--- src/rtl/npc_pkg.sv ---
// Shared definitions for the npc core: datapath width, reset vector and the
// instruction-fetch state encoding used by ifu_fetch and visible on its
// debug port.
package npc_pkg;

    localparam int XLEN = 32;
    localparam logic [XLEN-1:0] RESET_PC_DEFAULT = 32'h8000_0000;

    typedef enum logic [2:0] {
        FETCH = 3'd0,
        WAIT  = 3'd1,
        ISSUE = 3'd2,
        EXEC  = 3'd3,
        HALT  = 3'd4
    } ifu_state_e;

    // A fetch target must be word aligned.
    function automatic logic is_misaligned(input logic [1:0] addr_lo);
        return addr_lo != 2'b00;
    endfunction

endpackage

--- src/rtl/ifu_fetch.sv ---
// Instruction fetch unit for the single-issue npc core.
// Owns the architectural pc, issues one instruction-memory read per
// instruction, hands the word to decode and waits for execute to commit the
// next pc before fetching again (no prefetch, one request outstanding).
// Optional build macro IFU_MISALIGN_TRAP_EN: a committed next pc with
// bits [1:0] != 0 parks the unit in HALT and raises misalign_fault until rst.
//
// Handshakes: a transfer happens on a rising edge where valid and ready are
// both high; once valid is raised, the payload (addr or inst/pc) is held
// stable and valid is not withdrawn until that transfer happens.
module ifu_fetch #(
    parameter int               XLEN     = npc_pkg::XLEN,
    parameter logic [XLEN-1:0]  RESET_PC = npc_pkg::RESET_PC_DEFAULT
) (
    input  logic                clk,
    input  logic                rst,
    output logic                imem_req_valid,
    input  logic                imem_req_ready,
    output logic [XLEN-1:0]     imem_addr,
    input  logic                imem_resp_valid,
    input  logic [XLEN-1:0]     imem_resp_data,
    output logic                inst_valid,
    input  logic                inst_ready,
    output logic [XLEN-1:0]     inst,
    output logic [XLEN-1:0]     pc,
    input  logic                commit_valid,
    input  logic [XLEN-1:0]     commit_next_pc,
    output logic [31:0]         fetch_cnt,
`ifdef IFU_MISALIGN_TRAP_EN
    output logic                misalign_fault,
`endif
    output npc_pkg::ifu_state_e dbg_state
);

    import npc_pkg::*;

    ifu_state_e      r_state;
    logic [XLEN-1:0] r_pc;
    logic [XLEN-1:0] r_inst;
    logic            r_req_valid;
    logic            r_inst_valid;
    logic [31:0]     r_fetch_cnt;
    logic            w_commit_take;
    logic            w_commit_fault;

    // A commit counts in EXEC, or in ISSUE when decode takes the instruction
    // in the same cycle; everywhere else commit_valid is ignored.
    assign w_commit_take = commit_valid &&
                           ((r_state == EXEC) || ((r_state == ISSUE) && inst_ready));

`ifdef IFU_MISALIGN_TRAP_EN
    logic r_fault;

    assign w_commit_fault = is_misaligned(commit_next_pc[1:0]);
    assign misalign_fault = r_fault;

    // Sticky fault flag, cleared only by reset.
    always_ff @(posedge clk) begin
        if (rst) begin
            r_fault <= 1'b0;
        end else if (w_commit_take && w_commit_fault) begin
            r_fault <= 1'b1;
        end
    end
`else
    assign w_commit_fault = 1'b0;
`endif

    // Fetch FSM together with the pc, instruction and counter registers.
    always_ff @(posedge clk) begin
        if (rst) begin
            r_state      <= FETCH;
            r_pc         <= RESET_PC;
            r_req_valid  <= 1'b0;
            r_inst_valid <= 1'b0;
            r_inst       <= '0;
            r_fetch_cnt  <= 32'd0;
        end else begin
            case (r_state)
                FETCH: begin
                    // Raised the cycle after reset; dropped once accepted.
                    if (r_req_valid && imem_req_ready) begin
                        r_req_valid <= 1'b0;
                        r_state     <= WAIT;
                    end else begin
                        r_req_valid <= 1'b1;
                    end
                end
                WAIT: begin
                    if (imem_resp_valid) begin
                        r_inst       <= imem_resp_data;
                        r_inst_valid <= 1'b1;
                        r_state      <= ISSUE;
                    end
                end
                ISSUE: begin
                    if (inst_ready) begin
                        r_inst_valid <= 1'b0;
                        r_fetch_cnt  <= r_fetch_cnt + 32'd1;
                        r_state      <= EXEC;
                    end
                end
                EXEC: begin
                end
                HALT: begin
                end
                default: begin
                    r_state     <= FETCH;
                    r_req_valid <= 1'b0;
                end
            endcase

            // An accepted commit overrides the ISSUE->EXEC step above and
            // either restarts fetch at the new pc or parks in HALT.
            if (w_commit_take) begin
                r_pc <= commit_next_pc;
                if (w_commit_fault) begin
                    r_state <= HALT;
                end else begin
                    r_state     <= FETCH;
                    r_req_valid <= 1'b1;
                end
            end
        end
    end

    assign imem_req_valid = r_req_valid;
    assign imem_addr      = r_pc;
    assign inst_valid     = r_inst_valid;
    assign inst           = r_inst;
    assign pc             = r_pc;
    assign fetch_cnt      = r_fetch_cnt;
    assign dbg_state      = r_state;

endmodule

--- config.mk ---
export PLATFORM = sky130hd
export DESIGN_NAME = ifu_fetch
export DESIGN_NICKNAME = d
export VERILOG_FILES = /design/src/rtl/npc_pkg.sv /design/src/rtl/ifu_fetch.sv
export SDC_FILE = /design/constraint.sdc
export NUM_CORES = 1
export LEC_CHECK = 0
export ABC_AREA = 1
export CELL_PAD_IN_SITES_DETAIL_PLACEMENT = 0
export CELL_PAD_IN_SITES_GLOBAL_PLACEMENT = 1
export CORE_UTILIZATION = 31
export DETAILED_ROUTE_END_ITERATION = 10
export GPL_TIMING_DRIVEN = 0
export HOLD_SLACK_MARGIN = 0.06
export PLACE_DENSITY_LB_ADDON = 0.1
export SYNTH_ARGS = -nofsm -noshare
export SYNTH_HDL_FRONTEND = slang
export SYNTH_SLANG_ARGS = --single-unit
--- constraint.sdc ---
create_clock -name clk -period 3.4 [get_ports clk]
set_input_delay 0.68 -clock clk [delete_from_list [all_inputs] [get_ports clk]]
set_output_delay 0.68 -clock clk [all_outputs]
set_load 0.005 [all_outputs]
== After elaboration in Yosys (flattened, before gate mapping) ==
Cells that the tools add are included.
Operators by class
  reductions and logical operators: 13
  mux-type cells: 10
  $add $sub $neg: 1
  bitwise logic cells: 1
  equal/unequal tests: 8
Operator list (number)
  adder 32 x 1 -> 32 bit, second input constant: 1
  case mux 3 bit (4 select lines): 1
  two-way mux 3 bit: 3
  == test 3 x 2 -> 1 bit, second input constant: 2
  != test 2 bit, second input constant: 3
  two-way mux 1 bit: 4
  case mux 1 bit (2 select lines): 2
  AND reduction 2 bit: 2
  AND reduction 4 bit: 1
  OR reduction 2 bit: 2
  OR reduction 4 bit: 1
  == test 3 x 1 -> 1 bit, second input constant: 1
  == test 3 bit, second input constant: 1
  logical AND 1 bit: 3
  zero test 3 bit: 1
  AND reduction 3 bit: 1
  != test 2 x 1 -> 1 bit, second input constant: 1
  nonzero test 2 bit: 1
  logical OR 1 bit: 1
  NOT 1 bit: 1
Word-level totals
  output and inout port bits: 133
  logic and storage cells: 39
  register bits after elaboration: 101

== Longest topological paths before layout ==
  depth in word-level cells: 5
  mapped depth: 10
  gate-level depth less buffers: 10

== Least setup slack after synthesis ==
OpenSTA, ideal clock, no wires.
  path kind: register to register
  from: register r_state[0] (netlist: dbg_state[0])
  to: register r_pc[22] (netlist: imem_addr[22])
  buffers on the path: 1
  stages on the path, launching flop included: 10
  arrival time: 1.520 ns
  path slack: 1.765 ns
  cells stage by stage: dfxtp_1 > inv_1 > ha_1 > nand2_4 > inv_2 > o21ai_4 > inv_1 > buf_6 > nor2_1 > nor2_1
On the way
  longest elaborated chain between the ends: 4
  elaborated cells between the ends (all ways): 5
RTL lines
  start, declared: line ifu_fetch.sv:37  | ifu_state_e r_state;
  start signal, assigned: line ifu_fetch.sv:72  | r_state <= FETCH;
  start signal, assigned: line ifu_fetch.sv:84  | r_state <= WAIT;
  start signal, assigned: line ifu_fetch.sv:93  | r_state <= ISSUE;
  == test 3 x 2 -> 1 bit: line ifu_fetch.sv:49  | ((r_state == EXEC) || ((r_state == ISSUE) && inst_ready));
  logical AND 1 bit: line ifu_fetch.sv:49
  logical OR 1 bit *: line ifu_fetch.sv:49
  logical AND 1 bit *: line ifu_fetch.sv:48  | assign w_commit_take = commit_valid &&
  end signal, assigned: line ifu_fetch.sv:116  | r_pc <= commit_next_pc;
  end, declared: line ifu_fetch.sv:38  | logic [XLEN-1:0] r_pc;
Every way passes the cells marked *; elsewhere a longest branch is shown, timed or not.
A chain may end at the register's enable or synchronous reset.

==> impl_metrics.py <==
metrics = {
    "outcome": {
        "status": "finished clean",
    },
    "layout": {
        "seq_area_um2": 2002,
        "syn_to_final_growth_pct": 56.67,
        "postLayoutCoreUtil": 0.5009,
        "nFillCells": 1410,
        "multi_input_area_um2": 1892,
        "finish.net_count": 912,
        "fin_cells": 1021,
        "antennaDiodeCount": 0,
        "drive_gt1_frac": 0.07610,
    },
    "yosys": {
        "synth_top_area_frac": 0.4493,
        "ys_ff_latch": 100,
        "syn_area_um2": 4456,
        "ys_types": 32,
        "synth_compound_area_frac": 0.1098,
        "ys.flop_type": "dfxtp_1",
        "syn_inst": 625,
        "synthTopCellsByCount": "nor2_1, dfxtp_1, nand2_1, o21ai_0, inv_1",
        "synth.area.mux_share": 0,
        "synth.avg_cell_area_um2": 7.129,
        "synthArstFlopShare": 0,
        "synth_top_family_by_area": "simple AND/OR/NAND/NOR gates",
        "synth.net_count": 700,
        "ys_warn_count": 0,
        "synthAdderAreaFrac": 0.01404,
        "yosysTopAreaCell": "dfxtp_1",
        "synthXorXnorAreaFrac": 0.01179,
        "synth_most_common_cell": "nor2_1",
        "synth-simple-area-share": 0.2881,
        "synth_edf_count": 0,
        "synth_area_leaders": "dfxtp_1, nor2_1, o21ai_0",
        "yosysSeqAreaShare": 0.4493,
    },
    "floorplan": {
        "core_um2": 13930,
        "initial_core_util": 0.3197,
        "die_x_um": 121.9,
        "die-area_um2": 14860,
        "num_rows": 43,
        "pin_count": 203,
        "fp.dieH_um": 121.9,
    },
    "power_and_ir_drop": {
        "p_seq_frac": 0.410,
        "ir_worst_vdd_mv": 0.2350,
        "netSwitchingFraction": 0.2813,
        "p_leak_nw": 2.753,
        "intPower_mw": 2.459,
        "comb_power_share": 0.298,
        "powerDensity_nw_per_um2": 490.0,
        "switchingPower_mw": 0.9621,
        "clockPowerShare": 0.291,
    },
    "sta": {
        "drv_slew": 0,
        "slew_headroom": 0.6000,
        "finalSetupViolCount": 0,
        "fin_setup_tns_ns": 0,
        "rsz0062_at_grt": "no",
        "fmax_mhz": 495.9,
        "hold_viol": 0,
        "finClkSkew_ns": 0.003544,
        "finalCritPeriodShare": 0.5931,
        "finalCriticalPeriod_ns": 2.016,
        "worstMarginPinSlew_ns": 0.6000,
        "setup_slack_ns": 1.384,
    },
    "worst_setup_path": {
        "r2r_setup_slack_ns": 1.40,
        "worst-setup-path-type": "input port to flop",
        "start_kind": "input port",
        "r2r_cells": 8,
        "cp_max_fo": 10,
        "r2r_end": "imem_addr[2]",
        "endpoint_kind": "flop",
        "cp_data_required_time_ns": 3.68,
        "reg2reg_from": "dbg_state[0]",
        "critPathArrivalTime_ns": 2.30,
    },
    "run": {
        "cap_violations": 0,
    },
    "clock_tree": {
        "cts_buffers": 9,
        "cts-root-buf": "clkbuf_16",
        "cts.clk_slew.worst_paths_ns": 0.07,
        "holdBufCountCts": 0,
        "htreeDepth": 3,
        "worstSkewPairLatency_ns": 0.34,
        "cts_resized": 0,
        "post_cts_buffers": 0,
        "clock_sinks": 100,
        "cts_tree": "built",
        "clock_path_buffers": 2,
    },
    "global_route": {
        "grt_max_degree": 16,
        "grt_pass1_vias": 4250,
        "grt_first_pass_wirelength_um": 20700,
        "grt-ovfl-total": 0,
        "antenna_found_initial": 0,
        "grt_use_total": 0.1789,
    },
    "routing": {
        "drtPass1Iterations": 4,
        "ant_nets": 0,
        "initialDrtViolationCount": 140,
        "drc_errors": 0,
        "wire_per_inst_um": 12.95,
        "viasPerCell": 4.438,
        "vias": 4531,
        "finalWirelength_um": 13220,
    },
    "worst_hold_path": {
        "whs_path_depth": 2,
        "min_to": "inst_valid",
        "hp-start": "inst_valid",
        "min_path_type": "flop to flop",
    },
    "placed_design": {
        "place.gp.congestion": 0.7805,
        "pre_cts_slack_ns": 0.9703,
        "place_hpwl_um": 10290,
        "dp_cells": 1006,
        "numPortBuffers": 201,
    },
}
how the worst max path moves through the flow:
stage               slack (ns)  depth (start not counted)       endpoint          from
detailed placement        0.97                          6  imem_addr[27]           rst
floorplan                 1.76                          9  imem_addr[22]  dbg_state[0]
global route              1.09                          6  imem_addr[24]           rst
finish                    1.38                          6  imem_addr[27]           rst
global placement          0.99                          6        inst[0]           rst
CTS                       1.33                          6  imem_addr[27]           rst
sequential cells by signal, indices dropped and copies added, names as in the netlist:
signal,count
dbg_state,2
fetch_cnt,32
imem_addr,32
imem_req_valid,1
inst,32
inst_valid,1
power groups by stage:
stage	Clock (mW)	Sequential, mW	Combinational (mW)
global route	1.07	1.42	1.14
floorplan	0	1.43	0.467
CTS	1.03	1.41	1.04
global placement	0	1.42	1.01
detailed placement	0	1.43	1.03
finish	0.996	1.40	1.02
placed cells by master (no fill, tap or decap), types with 9 or more instances in the layout:
master | netlist | layout
clkdlybuf4s50_1 | 0 | 201
nor2_1 | 192 | 192
dfxtp_1 | 100 | 100
nand2_1 | 75 | 75
o21ai_0 | 73 | 73
inv_1 | 52 | 52
buf_4 | 33 | 33
nand3_1 | 22 | 22
clkbuf_1 | 15 | 15
nand4_1 | 11 | 11
a21oi_1 | 11 | 11
clkbuf_16 | 0 | 9
layout make-up:
class,instances,area share
inverter,53,0.02850
clock inverter,3,0.003047
timing repair buffer,201,0.2882
buffer,55,0.05198
multi-input combinational,417,0.2710
tap,180,0.03226
sequential,100,0.2868
clock buffer,12,0.03818
layer usage:
layer / vias up / share of wire / global-route usage
met5: - / 0 / 0
met4: 0 / 0.016 / 0.07253
met3: 14 / 0.081 / 0.05243
li1: 2361 / - / -
met2: 147 / 0.47 / 0.2952
met1: 2009 / 0.44 / 0.2164
worst max-delay path: stages:
cell and delay (ns):
clkdlybuf4s50_1 0.55, inv_1 0.16, buf_2 0.27, clkbuf_1 0.35
o21ai_0 0.16, nor2_1 0.11
logic make-up after synthesis:
group | Yosys count
flops | 100
compound gates | 92
xor+xnor | 6
buf+inv | 108
fa+ha+maj | 5
other cells | 1
simple gates | 313
stage by stage:
stage	instance area, um2	power [mW]	hold slack [ns]
after floorplan	4456	1.898	0.4526
final	6980	3.421	0.4738
after global routing	6980	3.633	0.4995
after detailed placement	6693	2.465	0.4677
after CTS	6980	3.477	0.4789
after global placement	6693	2.436	0.4562
No activity file was read; power rests on OpenSTA's default activity.
